==> src/rtl/mux_nto1_scan.sv <==
// N-to-1 sample multiplexer with registered output, valid/ready handshake,
// and an auto-scan mode that dwells on each channel for DWELL accepted samples.
module mux_nto1_scan #(
  parameter int WIDTH    = 8,
  parameter int CHANNELS = 4,
  parameter int SEL_W    = 2,
  parameter int DWELL    = 4
) (
  input  logic                      clk,
  input  logic                      rst,
  input  logic                      en,
  input  logic                      mode,
  input  logic [SEL_W-1:0]          sel,
  input  logic [CHANNELS*WIDTH-1:0] data_in,
  input  logic                      out_ready,
  output logic [WIDTH-1:0]          out_data,
  output logic [SEL_W-1:0]          out_ch,
  output logic                      out_valid,
  output logic                      sel_err
);

  localparam logic [0:0] ST_MANUAL = 1'b0;
  localparam logic [0:0] ST_SCAN   = 1'b1;

  localparam int DC_W = (DWELL > 1) ? $clog2(DWELL) : 1;

  localparam logic [SEL_W:0]   CH_LIM     = (SEL_W+1)'(CHANNELS);
  localparam logic [SEL_W-1:0] LAST_CH    = SEL_W'(CHANNELS - 1);
  localparam logic [DC_W-1:0]  LAST_DWELL = DC_W'(DWELL - 1);

  logic [0:0]       state;
  logic [SEL_W-1:0] scan_ptr;
  logic [DC_W-1:0]  dwell_cnt;

  logic             sel_bad;
  logic [SEL_W-1:0] sel_safe;
  logic [SEL_W-1:0] ptr;
  logic             load;
  logic             xfer;
  logic [WIDTH-1:0] sample;

  always_comb begin
    sel_bad  = ({1'b0, sel} >= CH_LIM);
    sel_safe = sel_bad ? '0 : sel;
    ptr      = (state == ST_SCAN) ? scan_ptr : sel_safe;
    load     = en & (~out_valid | out_ready);
    xfer     = out_valid & out_ready;
    sample   = '0;
    for (int k = 0; k < CHANNELS; k++) begin
      if (ptr == SEL_W'(k)) sample = data_in[k*WIDTH +: WIDTH];
    end
  end

  // Pointer FSM: mode is sampled every clock, so a mode change is seen by the
  // load that follows the edge which updates state.
  always_ff @(posedge clk or posedge rst) begin
    if (rst) begin
      state     <= ST_MANUAL;
      scan_ptr  <= '0;
      dwell_cnt <= '0;
      sel_err   <= 1'b0;
    end else begin
      state   <= mode ? ST_SCAN : ST_MANUAL;
      sel_err <= (state == ST_MANUAL) & sel_bad;
      if (state == ST_MANUAL) begin
        if (mode) begin
          scan_ptr  <= sel_safe;
          dwell_cnt <= '0;
        end
      end else if (!mode) begin
        dwell_cnt <= '0;
      end else if (load) begin
        // Scanning advances on accepted loads only, so a stall freezes it.
        if (dwell_cnt == LAST_DWELL) begin
          dwell_cnt <= '0;
          scan_ptr  <= (scan_ptr == LAST_CH) ? '0 : scan_ptr + 1'b1;
        end else begin
          dwell_cnt <= dwell_cnt + 1'b1;
        end
      end
    end
  end

  always_ff @(posedge clk or posedge rst) begin
    if (rst) begin
      out_data  <= '0;
      out_ch    <= '0;
      out_valid <= 1'b0;
    end else if (load) begin
      out_data  <= sample;
      out_ch    <= ptr;
      out_valid <= 1'b1;
    end else if (xfer) begin
      out_valid <= 1'b0;
    end
  end

endmodule

==> config.mk <==
export PLATFORM = sky130hd
export DESIGN_NAME = mux_nto1_scan
export DESIGN_NICKNAME = d
export VERILOG_FILES = /design/src/rtl/mux_nto1_scan.sv
export SDC_FILE = /design/constraint.sdc
export NUM_CORES = 1
export LEC_CHECK = 0
export ABC_AREA = 1
export BUFFER_PORTS_ARGS = -buffer_cell sky130_fd_sc_hd__buf_4
export CELL_PAD_IN_SITES_DETAIL_PLACEMENT = 1
export CELL_PAD_IN_SITES_GLOBAL_PLACEMENT = 2
export CORE_ASPECT_RATIO = 0.75
export CORE_UTILIZATION = 22
export DETAILED_ROUTE_END_ITERATION = 10
export GPL_ROUTABILITY_DRIVEN = 0
export PLACE_DENSITY_LB_ADDON = 0.1
export SYNTH_ARGS = -nofsm -noshare
export SYNTH_HDL_FRONTEND = slang
export SYNTH_SLANG_ARGS = --single-unit
==> constraint.sdc <==
create_clock -name clk -period 1.4 [get_ports clk]
set_input_delay 0.28 -clock clk [delete_from_list [all_inputs] [get_ports clk]]
set_output_delay 0.28 -clock clk [all_outputs]
set_load 0.05 [all_outputs]
**Yosys cells after proc, flatten, opt, wreduce, memory -nomap -nowiden**

Cells that the tools add are included.

- Add/subtract/negate cells: 2
- Equality and inequality tests: 8
- Muxes and demuxes: 19
- Bitwise operators: 4
- Reduce and logical (&&, ||, !) cells: 5

Operators with widths:

| cell | number |
|---|---|
| 8-bit 2-to-1 mux | 4 |
| 2-bit 2-to-1 mux | 12 |
| 2-bit == test, second input constant | 4 |
| 2-bit by 1-bit adder with 2-bit output, second input constant | 2 |
| 2-bit by 1-bit inequality test with 1-bit output, second input constant | 2 |
| 2-bit nonzero test | 2 |
| 1-bit 2-to-1 mux | 3 |
| 3-bit by 2-bit inequality test with 1-bit output, second input constant | 1 |
| 3-bit AND reduction | 1 |
| 1-bit AND | 2 |
| 2-bit by 1-bit == test with 1-bit output, second input constant | 1 |
| 2-bit logical NOT | 1 |
| 2-bit AND reduction | 1 |
| 1-bit NOT | 1 |
| 1-bit bitwise OR | 1 |

- Register bits after elaboration: 16
- Bits of input ports: 39
- Output and inout bits: 12
- Word-level logic and storage cells: 44

**Depth between registers and ports, before layout**

- Word-level depth: 6
- Gate-level depth with buffers: 9
- Mapped depth without buffers: 9

**Worst setup path before layout**

OpenSTA, ideal clock, no wires.

- Path kind: register -> register
- Start: register out_valid
- End: register dwell_cnt[0]
- Setup time: 127 ps
- Data arrival time: 1247 ps
- Required time: 1273 ps
- Path slack: 26 ps
- Cell stages (with the launch flop): 6
- Path buffers: 0
- Period minus slack after synthesis: 1374 ps
- Cell sequence: dfrtp_1 > nand2_1 > nand2_1 > clkinv_1 > nand4_1 > o21ai_0

- Longest elaborated chain between the ends: 5

RTL lines:

| what | RTL line | RTL |
|---|---|---|
| start, declared | 18 | `output logic out_valid,` |
| start signal, assigned | 88 | `out_valid <= 1'b0;` |
| start signal, assigned | 92 | `out_valid <= 1'b1;` |
| start signal, assigned | 94 | `out_valid <= 1'b0;` |
| 1-bit NOT | 46 | `load = en & (~out_valid \| out_ready);` |
| 1-bit bitwise OR | 46 |  |
| 1-bit AND | 46 |  |
| 3-bit by 2-bit inequality test with 1-bit output (no line) | n/a |  |
| 2-bit AND reduction (no line) | n/a |  |
| end signal, assigned | 78 | `dwell_cnt <= dwell_cnt + 1'b1;` |
| end, declared | 33 | `logic [DC_W-1:0] dwell_cnt;` |

Every way passes these cells.
A chain may end at the register's enable or synchronous reset.

**Worst setup path after layout**

- Start: register state
- End: register out_data[7]

- Longest elaborated chain between the ends: 6
- Elaborated cells between the ends (all ways): 9
- Those cells by class: eq/ne: 3; mux: 5; reduce/logical: 1

RTL lines:

| what | RTL line | RTL |
|---|---|---|
| start, declared | 31 | `logic [0:0] state;` |
| start signal, assigned | 63 | `state <= mode ? ST_SCAN : ST_MANUAL;` |
| 2-bit 2-to-1 mux * | 45 | `ptr = (state == ST_SCAN) ? scan_ptr : sel_safe;` |
| 2-bit logical NOT | 50 | `if (ptr == SEL_W'(k)) sample = data_in[k*WIDTH +: WIDTH];` |
| 8-bit 2-to-1 mux (3 in a row) | 50 |  |
| 8-bit 2-to-1 mux * | 50 |  |
| end signal, assigned | 90 | `out_data <= sample;` |
| end, declared | 16 | `output logic [WIDTH-1:0] out_data,` |

Mark *: on every way between the ends. The rest lies on a longest branch, timed or not.

==> results.yml <==
outcome:
  run_status: "complete, no violations"
pwr:
  p_comb_share_pct: 46.5
  power_density_mw_per_mm2: 1180
  p_sw_mw: 0.739
  leakage_nw: 0.795
  seq_power_share_pct: 34.1
  power_mw: 1.78
  intPower_mw: 1.05
  pwr-share-clk_pct: 19.3
  p_sw_share_pct: 41.4
  irDropWorstVdd_mv: 0.474
clock_network:
  clk_pin_slew_worst_paths_ns: 0.06
  clk_latency_ns: 0.24
  holdBufCountCts: 0
  numCtsBuffers: 3
  cts-root-buf: "clkbuf_8"
  clk_path_buf_depth: 2
  cts.sinks: 16
  tritoncts: "built"
  htree_levels: 1
sta:
  clock.fmax_mhz: 723
  finalSetupTns_ns: 0
  setup_ws_ns: 0.0176
  rsz0062_at_grt: "true"
  min_period_ns: 1.38
  finalSetupViolations: 0
  hold_violations: 0
  drv_slew: 0
  hold_slack_ns: 0.0510
  worst_clock_skew_ns: 0.00161
  finalCritPeriodShare_pct: 98.7
critical_path:
  worst_setup_path_start_kind: "flop"
  r2r_start: "state$_DFF_PP0_"
  critical_path_class: "reg -> reg"
  path_max_fanout: 6
  crit_start: "state$_DFF_PP0_"
  cp.arrival_ns: 1.52
  worstPathRequired_ns: 1.54
  crit_path_end_kind: "flop"
floorplan:
  io_pins: 51
  rows: 20
  initial_utilization_pct: 23.2
  die_x_um: 78.0
  die-height_um: 59.0
  die-area_mm2: 0.00460
  core-area_mm2: 0.00410
global_route:
  grt_max_degree: 17
  antenna_found_initial: 0
  grt_pass1_vias: 1059
  grt_pass1_wl_mm: 4.83
  overflow: 0
  grt_util_all_layers_pct: 13.6
detailed_routing:
  drtIter0Drc: 19
  drt-wirelength-per-cell_um: 12.4
  antenna_left: 0
  routed_via_density: 4.34
  routed_wl_mm: 3.05
  drt_first_pass_iters: 4
  vias: 1068
  drc: 0
layout:
  final_cell_mix: "57 x buf_4, 45 x nand2_1, 19 x nand3_1, 15 x dfrtp_1, 11 x o21ai_0"
  multiInputGateArea_um2: 507
  final_area_mm2: 0.00152
  stdcell_count: 246
  syn2layout_area_growth_pct: 59.3
  fill_cells: 522
  diodes: 0
  fin_nets: 233
  layout_commonest_cell: "buf_4"
  drive_gt1_share_pct: 38.7
  final_util_pct: 37.0
  seqCellArea_um2: 402
yosys:
  synth_cell_types: 20
  synth.yosys.warnings: 0
  syn-num-nets: 172
  postSynthAreaPerCell_um2: 7.21
  ys_ff_latch: 16
  ys_seq_area_share_pct: 42.0
  synthCells: 132
  syn_area_um2: 952
flow_run:
  drv_cap: 0
placed_design:
  place_ws_ns: -0.0130
  hpwl_mm: 2.48
  port_buffers: 49
  placed_cell_area_mm2: 0.00142
  place_inst: 240
worst_hold_path:
  hold_class: "in -> async"
==> cell usage after synthesis <==
cell	n	area, um^2
nand4_1	5	31.3
o21ai_1	3	15.0
nand2_4	1	11.3
conb_1	1	3.75
ha_1	1	12.5
or2_1	3	18.8
buf_4	1	7.51
buf_6	2	22.5
nor2_4	1	11.3
clkbuf_1	1	3.75
o21ai_0	11	55.1
or2_0	2	12.5
inv_2	2	7.51
nand2_2	3	18.8
nand3_1	19	95.1
nand2_1	47	176
inv_1	6	22.5
nor2_1	6	22.5
dfrtp_1	16	400
clkinv_1	1	3.75
==> critical path, stage by stage, from the launching register on <==
cell,delay (ns)
dfrtp_2,0.45
nand2_1,0.12
nand2_4,0.10
buf_6,0.14
buf_4,0.12
o21ai_1,0.11
nand3_1,0.09
nand3_1,0.08
nand2_1,0.06
==> area by class of cell <==
cell class                 count  area share, %
sequential                    16           26.5
clock buffer                   3           2.72
tap                           55           4.54
inverter                       9           2.39
multi-input combinational    103           33.4
timing repair buffer          60           30.4
==> power by group through the flow <==
stage | logic [mW] | clock network (mW) | registers (mW)
global route | 0.898 | 0.377 | 0.622
global placement | 0.802 | 0 | 0.612
floorplan | 0.269 | 0 | 0.852
CTS | 0.816 | 0.357 | 0.606
finish | 0.831 | 0.345 | 0.609
detailed placement | 0.809 | 0 | 0.613
==> cell families (layout without fill, tap and decap cells) <==
logic type | Yosys count | after routing | synth area share [%]
simple gates | 87 | 87 | 41.8
compound gates | 14 | 14 | 7.36
fa+ha+maj | 1 | 1 | 1.31
other cells | 1 | 1 | 0.394
flops | 16 | 16 | 42.0
buf+inv | 13 | 72 | 7.10
==> registers in the layout (all words and copies together) (netlist names) <==
signal	flops
scan_ptr	2
out_valid	1
state	1
out_data	8
out_ch	2
dwell_cnt	2
==> timing repair <==
item / 4_1_cts / 5_1_grt
endpoints found under the setup margin: 3 / 8
resized for setup: 2 / 11
setup buffers: 0 / 3
pin swaps: 0 / 2
==> metal layers <==
layer	vias up	track usage, %	wire, um
li1	548	-	-
met1	494	18.7	1490
met2	26	22.8	1410
met3	0	3.54	151
met4	0	0.794	0
met5	-	0	0
==> path summary, 6_finish.rpt <==
check                                               end  slack (ns)  cells past startpoint
worst min-delay path            out_data[3]$_DFFE_PP0P_        0.05                      3
max in group asynchronous               state$_DFF_PP0_        1.15                      3
worst min register to register  out_data[3]$_DFFE_PP0P_        0.48                      2
worst max-delay path            out_data[7]$_DFFE_PP0P_        0.02                      8
worst max register to register  out_data[7]$_DFFE_PP0P_        0.02                      8
min in group clk                        state$_DFF_PP0_        0.19                      1
Power figures use the tool's default switching activity.
